`src/rtl/sram_loader_pkg.sv`:
```
// Shared definitions for the UART-to-SRAM loader and the PUF readout path.
// Optional checksum support is selected with the LOADER_CHECKSUM_EN macro.
package sram_loader_pkg;

    localparam int RAM_ADDR_W = 13;
    localparam int RAM_DATA_W = 16;

    localparam logic [7:0] DEF_CMD_BYTE = 8'h57;
    localparam logic [7:0] DEF_ACK_BYTE = 8'h4B;
    localparam logic [7:0] DEF_ERR_BYTE = 8'h45;
    localparam logic [7:0] DEF_TMO_BYTE = 8'h54;

    typedef enum logic [3:0] {
        S_IDLE      = 4'd0,
        S_ADDR_HI   = 4'd1,
        S_ADDR_LO   = 4'd2,
        S_CNT_HI    = 4'd3,
        S_CNT_LO    = 4'd4,
        S_DATA_LO   = 4'd5,
        S_DATA_HI   = 4'd6,
        S_WRITE     = 4'd7,
        S_RESP_SEND = 4'd8,
        S_RESP_WAIT = 4'd9
`ifdef LOADER_CHECKSUM_EN
        , S_CHECK   = 4'd10
`endif
    } loader_state_e;

    // States in which the host owes us another byte within the timeout window.
    function automatic logic is_timed_state(input loader_state_e s);
        logic timed;
        timed = (s == S_ADDR_HI) || (s == S_ADDR_LO) || (s == S_CNT_HI) ||
                (s == S_CNT_LO)  || (s == S_DATA_LO) || (s == S_DATA_HI);
`ifdef LOADER_CHECKSUM_EN
        timed = timed || (s == S_CHECK);
`endif
        return timed;
    endfunction

endpackage

```
`src/rtl/loader_timeout_ctr.sv`:
```
// Inter-byte watchdog: counts enabled idle cycles, flags expiry after
// TIMEOUT_CYCLES of them; clear has priority and also masks expiry.
module loader_timeout_ctr #(
    parameter logic [23:0] TIMEOUT_CYCLES = 24'd12_000_000
) (
    input  logic clk,
    input  logic rst_n,
    input  logic clear,
    input  logic enable,
    output logic expire
);

    logic [23:0] count_reg;

    assign expire = enable && !clear && (count_reg == TIMEOUT_CYCLES - 24'd1);

    always_ff @(posedge clk or negedge rst_n) begin
        if (!rst_n) begin
            count_reg <= 24'd0;
        end else if (clear || !enable || expire) begin
            count_reg <= 24'd0;
        end else begin
            count_reg <= count_reg + 24'd1;
        end
    end

endmodule

```
`src/rtl/sram_uart_loader.sv`:
```
// Framed UART write command into combined_ram with a one-byte status reply.
// Define LOADER_CHECKSUM_EN to require a trailing XOR checksum byte.
module sram_uart_loader
    import sram_loader_pkg::*;
#(
    parameter logic [7:0]  CMD_BYTE       = DEF_CMD_BYTE,
    parameter logic [7:0]  ACK_BYTE       = DEF_ACK_BYTE,
`ifdef LOADER_CHECKSUM_EN
    parameter logic [7:0]  ERR_BYTE       = DEF_ERR_BYTE,
`endif
    parameter logic [7:0]  TMO_BYTE       = DEF_TMO_BYTE,
    parameter logic [23:0] TIMEOUT_CYCLES = 24'd12_000_000
) (
    input  logic                  clk,
    input  logic                  rst_n,
    input  logic                  uart_rx_ready,
    input  logic [7:0]            uart_data_from_rx,
    input  logic                  uart_tx_ready,
    output logic [7:0]            uart_data_to_tx,
    output logic                  uart_tx_enable,
    output logic                  we,
    output logic [RAM_ADDR_W-1:0] waddr,
    output logic [RAM_DATA_W-1:0] wdata,
    output logic [RAM_DATA_W-1:0] wmask,
    output logic                  busy
);

    loader_state_e         state_reg;
    logic [RAM_ADDR_W-1:0] addr_reg;
    logic [RAM_DATA_W-1:0] wdata_reg;
    logic [15:0]           cnt_reg;
    logic [7:0]            tx_data_reg;
    logic                  tx_en_reg;
    logic                  seen_low_reg;
    logic                  tmo_expire;
`ifdef LOADER_CHECKSUM_EN
    logic [7:0]            xor_reg;
`endif

    loader_timeout_ctr #(
        .TIMEOUT_CYCLES(TIMEOUT_CYCLES)
    ) u_timeout (
        .clk   (clk),
        .rst_n (rst_n),
        .clear (uart_rx_ready),
        .enable(is_timed_state(state_reg)),
        .expire(tmo_expire)
    );

    // we decodes straight from the state register so reset clears it asynchronously.
    assign we              = (state_reg == S_WRITE);
    assign waddr           = addr_reg;
    assign wdata           = wdata_reg;
    assign wmask           = '0;
    assign busy            = (state_reg != S_IDLE);
    assign uart_data_to_tx = tx_data_reg;
    assign uart_tx_enable  = tx_en_reg;

    always_ff @(posedge clk or negedge rst_n) begin
        if (!rst_n) begin
            state_reg    <= S_IDLE;
            addr_reg     <= '0;
            wdata_reg    <= '0;
            cnt_reg      <= 16'd0;
            tx_data_reg  <= 8'h00;
            tx_en_reg    <= 1'b0;
            seen_low_reg <= 1'b0;
`ifdef LOADER_CHECKSUM_EN
            xor_reg      <= 8'h00;
`endif
        end else begin
            tx_en_reg <= 1'b0;
            if (tmo_expire) begin
                tx_data_reg <= TMO_BYTE;
                state_reg   <= S_RESP_SEND;
            end else begin
                case (state_reg)
                    S_IDLE: begin
`ifdef LOADER_CHECKSUM_EN
                        xor_reg <= 8'h00;
`endif
                        if (uart_rx_ready && uart_data_from_rx == CMD_BYTE) begin
                            state_reg <= S_ADDR_HI;
                        end
                    end
                    S_ADDR_HI: if (uart_rx_ready) begin
                        addr_reg[12:8] <= uart_data_from_rx[4:0];
                        state_reg      <= S_ADDR_LO;
                    end
                    S_ADDR_LO: if (uart_rx_ready) begin
                        addr_reg[7:0] <= uart_data_from_rx;
                        state_reg     <= S_CNT_HI;
                    end
                    S_CNT_HI: if (uart_rx_ready) begin
                        cnt_reg[15:8] <= uart_data_from_rx;
                        state_reg     <= S_CNT_LO;
                    end
                    S_CNT_LO: if (uart_rx_ready) begin
                        cnt_reg[7:0] <= uart_data_from_rx;
                        if ({cnt_reg[15:8], uart_data_from_rx} == 16'd0) begin
`ifdef LOADER_CHECKSUM_EN
                            state_reg   <= S_CHECK;
`else
                            tx_data_reg <= ACK_BYTE;
                            state_reg   <= S_RESP_SEND;
`endif
                        end else begin
                            state_reg <= S_DATA_LO;
                        end
                    end
                    S_DATA_LO: if (uart_rx_ready) begin
                        wdata_reg[7:0] <= uart_data_from_rx;
`ifdef LOADER_CHECKSUM_EN
                        xor_reg        <= xor_reg ^ uart_data_from_rx;
`endif
                        state_reg      <= S_DATA_HI;
                    end
                    S_DATA_HI: if (uart_rx_ready) begin
                        wdata_reg[15:8] <= uart_data_from_rx;
`ifdef LOADER_CHECKSUM_EN
                        xor_reg         <= xor_reg ^ uart_data_from_rx;
`endif
                        state_reg       <= S_WRITE;
                    end
                    S_WRITE: begin
                        // Any rx pulse landing in this single cycle is dropped.
                        addr_reg <= addr_reg + 13'd1;
                        cnt_reg  <= cnt_reg - 16'd1;
                        if (cnt_reg == 16'd1) begin
`ifdef LOADER_CHECKSUM_EN
                            state_reg   <= S_CHECK;
`else
                            tx_data_reg <= ACK_BYTE;
                            state_reg   <= S_RESP_SEND;
`endif
                        end else begin
                            state_reg <= S_DATA_LO;
                        end
                    end
`ifdef LOADER_CHECKSUM_EN
                    S_CHECK: if (uart_rx_ready) begin
                        tx_data_reg <= (uart_data_from_rx == xor_reg) ? ACK_BYTE : ERR_BYTE;
                        state_reg   <= S_RESP_SEND;
                    end
`endif
                    S_RESP_SEND: if (uart_tx_ready) begin
                        tx_en_reg    <= 1'b1;
                        seen_low_reg <= 1'b0;
                        state_reg    <= S_RESP_WAIT;
                    end
                    S_RESP_WAIT: begin
                        // Only a ready that follows a busy phase marks the byte as sent.
                        if (!uart_tx_ready) begin
                            seen_low_reg <= 1'b1;
                        end else if (seen_low_reg) begin
                            state_reg <= S_IDLE;
                        end
                    end
                    default: state_reg <= S_IDLE;
                endcase
            end
        end
    end

endmodule

```
`config.mk`:
```
export PLATFORM = sky130hd
export DESIGN_NAME = sram_uart_loader
export DESIGN_NICKNAME = d
export VERILOG_FILES = /design/src/rtl/sram_loader_pkg.sv /design/src/rtl/loader_timeout_ctr.sv /design/src/rtl/sram_uart_loader.sv
export SDC_FILE = /design/constraint.sdc
export NUM_CORES = 1
export LEC_CHECK = 0
export BUFFER_PORTS_ARGS = -buffer_cell sky130_fd_sc_hd__buf_2
export CORE_MARGIN = 4
export CORE_UTILIZATION = 57
export CTS_CLUSTER_DIAMETER = 200
export DETAILED_ROUTE_END_ITERATION = 16
export PLACE_DENSITY_LB_ADDON = 0.3
export SYNTH_ARGS = -nofsm -noshare
export SYNTH_HDL_FRONTEND = slang
export SYNTH_SLANG_ARGS = --single-unit
```
`constraint.sdc`:
```
create_clock -name clk -period 2.53 [get_ports clk]
set_input_delay 0.1265 -clock clk [delete_from_list [all_inputs] [get_ports clk]]
set_output_delay 0.1265 -clock clk [all_outputs]
set_load 0.02 [all_outputs]
```
==> reports/metrics.cfg <==
[outcome]
outcome=complete, no violations

[setup_path]
crit_path_max_incr_delay_ns=0.64
start_kind=flip-flop
cp_top_family=buffers and inverters
rr_worst_depth=5
r2r-start=state_reg[0]$_DFFE_PN0P_
reg2reg_setup_slack_ns=0.26
cp-end-kind=output port
path_buf_inv=3
rr_endpoint=state_reg[3]$_DFFE_PN0P_
crit_chain=and2_1, nand2_1, inv_2, buf_4, buf_2
cp_max_fo=21
crit_arrival_ns=2.17
cp_slowest_cell=dfrtp_1
worstSetupPathType=reg -> out
cp.required_ns=2.40

[route]
drc=0
wl_per_cell_um=16.0
first_iter_violations=382
ant_nets=0
via_per_inst=5.92
via_count=3654
drtPass1Iterations=5
routed_wl_um=9860

[die]
ioPinCount=68
rows=31
die_w_um=94.9
dieArea_mm2=0.00900
die_h_um=94.9
start_util_pct=59.0
core-area_mm2=0.00729

[finish]
diodes=0
areaGrowthSynthToFinish_pct=10.3
largest_reg_flops=24
final_cells=617
drive_gt1_share_pct=18.3
finalNetCount=529

[placed_design]
dp_hpwl_um=6920
gp_congestion=0.859
dp_worst_setup_slack_ns=0.303
port_buffers=49
placedCellCount=600

[power]
ir_drop_mv=0.707
power.density_mw_per_mm2=1030
pwr-share-seq_pct=43.9
p_sw_mw=2.09
swShare_pct=42.8
totalPowerFinal_mw=4.89
comb_power_share_pct=38.8
p_int_mw=2.80
p_clk_share_pct=17.3
leakage_nw=2.04

[synthesis]
synth_compound_area_share_pct=17.0
synthCells=465
yosys_register_bits=78
synth_mux_area_share_pct=4.19
synth_ff_type=dfrtp_1
synthXorXnorAreaFrac_pct=3.67
synth_edf_count=0
syn_avg_cell_area_um2=9.25
synth_top_family_by_area=simple AND/OR/NAND/NOR gates
synth-simple-area-share_pct=22.0
yosysTopAreaCell=dfrtp_1
synth.most_common_cell=dfrtp_1
mappedNetlistArea_mm2=0.00430
ys_async_sr_fraction_pct=100
synth_fa_ha_area_share_pct=1.16
ys_top_cells_by_area=dfrtp_1, nor2_1, mux2_2, buf_4, a21oi_1
ys_types=58
synth_common_cells=dfrtp_1, nor2_1, nand2_1
yosysSeqAreaShare_pct=45.4
yosys.area.top_type_share_pct=45.4
yosys_warnings=0

[worst_hold_path]
min_path_cells=2
min_from=uart_data_from_rx[5]
min_to=wdata[5]$_DFFE_PN0P_
hold_path.class=in -> reg

[timing]
drv_slew=0
hold_violations=0
worstMarginPinSlew_ns=0.993
max_freq_ghz=0.436
rsz0062_at_grt=false
fin_crit_ns=2.29
finalSetupViolCount=0
setup_tns_ns=0
max_slew_margin_pct=33.8
fin_ws_ns=0.237
finalCritPeriodShare_pct=90.6
hold_ws_ns=0.0799
fin_skew_ns=0.00360

[global_route]
first_global_vias=3422
antenna_found_initial=0
grt_overflow_total=0
grt_start_max_net_pins=79
grt.total_usage_pct=23.6
grt_pass1_wl_um=16700

[cts]
clk-insertion-delay-late_ns=0.35
cts_tree=done
clk_pin_slew_ns=0.08
cts_max_level=3
cts-root-buf=clkbuf_8
clock-sinks=78
cts_buffer_depth=2
cts-buffers-inserted=9

[job]
drv_cap=0

-- repair_timing --
action | in CTS | in global routing
resized for setup | 0 | 0
hold buffers | 1 | 0
hold endpoints to repair | 78 | 0
buffers inserted | 0 | 0
-- area by class of cell --
class                      instances  area [um2]
multi-input combinational        353        2130
fill                             619        2550
clock buffer                      11         141
sequential                        78        1950
clock inverter                     5        33.8
tap                               99         124
timing repair buffer              56         303
inverter                          15        56.3
-- routing by layer --
layer / global-route usage [%] / up-vias / share of wire, %
met4: 7.33 / 0 / 1.1
met2: 35.5 / 135 / 45
met5: 0 / - / 0
met1: 33.8 / 1763 / 47
li1: - / 1745 / -
met3: 5.74 / 11 / 7.2
-- power by group through the flow --
stage | sequential (mW) | combinational [mW] | clock (mW)
2_1_floorplan | 2.31 | 1.16 | 0
3_3_place_gp | 2.13 | 1.84 | 0
3_5_place_dp | 2.15 | 1.90 | 0
4_1_cts | 2.13 | 1.90 | 0.871
5_1_grt | 2.23 | 2.08 | 0.924
6_report | 2.15 | 1.90 | 0.849
-- logic make-up after synthesis --
family / Yosys count
AND/OR/NAND/NOR: 185
AO/OA/AOI/OAI: 112
flip-flops: 78
buffers and inverters: 51
XOR/XNOR: 18
multiplexers: 16
adder cells (fa/ha/maj): 4
other: 1
-- stage by stage --
step	utilization (%)	cell area, um2
2_1_floorplan	-	4360
3_3_place_gp	62.5	4560
3_5_place_dp	62.5	4560
4_1_cts	65.0	4740
5_1_grt	65.0	4740
6_report	65.0	4740
-- placed cells by master, fill, tap and decap left out, types with 11 or more instances in the layout --
| cell type | count |
|---|---|
| dfrtp_1 | 78 |
| nor2_1 | 57 |
| buf_2 | 48 |
| nand2_1 | 30 |
| a21oi_1 | 29 |
| o21ai_0 | 26 |
| nor3_1 | 23 |
| conb_1 | 18 |
| mux2_2 | 16 |
| nand3_1 | 15 |
| inv_1 | 13 |
| o22a_1 | 13 |
| a31oi_1 | 12 |
| and3_1 | 11 |
| xnor2_1 | 11 |
-- worst max-delay path by stage --
stage	from	end	slack, ns	cells past startpoint
3_3_place_gp	state_reg[0]$_DFFE_PN0P_	state_reg[3]$_DFFE_PN0P_	0.46	5
5_1_grt	state_reg[0]$_DFFE_PN0P_	we	0.1	5
2_1_floorplan	cnt_reg[0]$_DFFE_PN0P_	cnt_reg[10]$_DFFE_PN0P_	0.60	7
4_1_cts	state_reg[0]$_DFFE_PN0P_	we	0.26	5
6_report	state_reg[0]$_DFFE_PN0P_	we	0.24	5
3_5_place_dp	state_reg[0]$_DFFE_PN0P_	state_reg[1]$_DFFE_PN0P_	0.30	5
No activity file was read; power rests on OpenSTA's default activity.
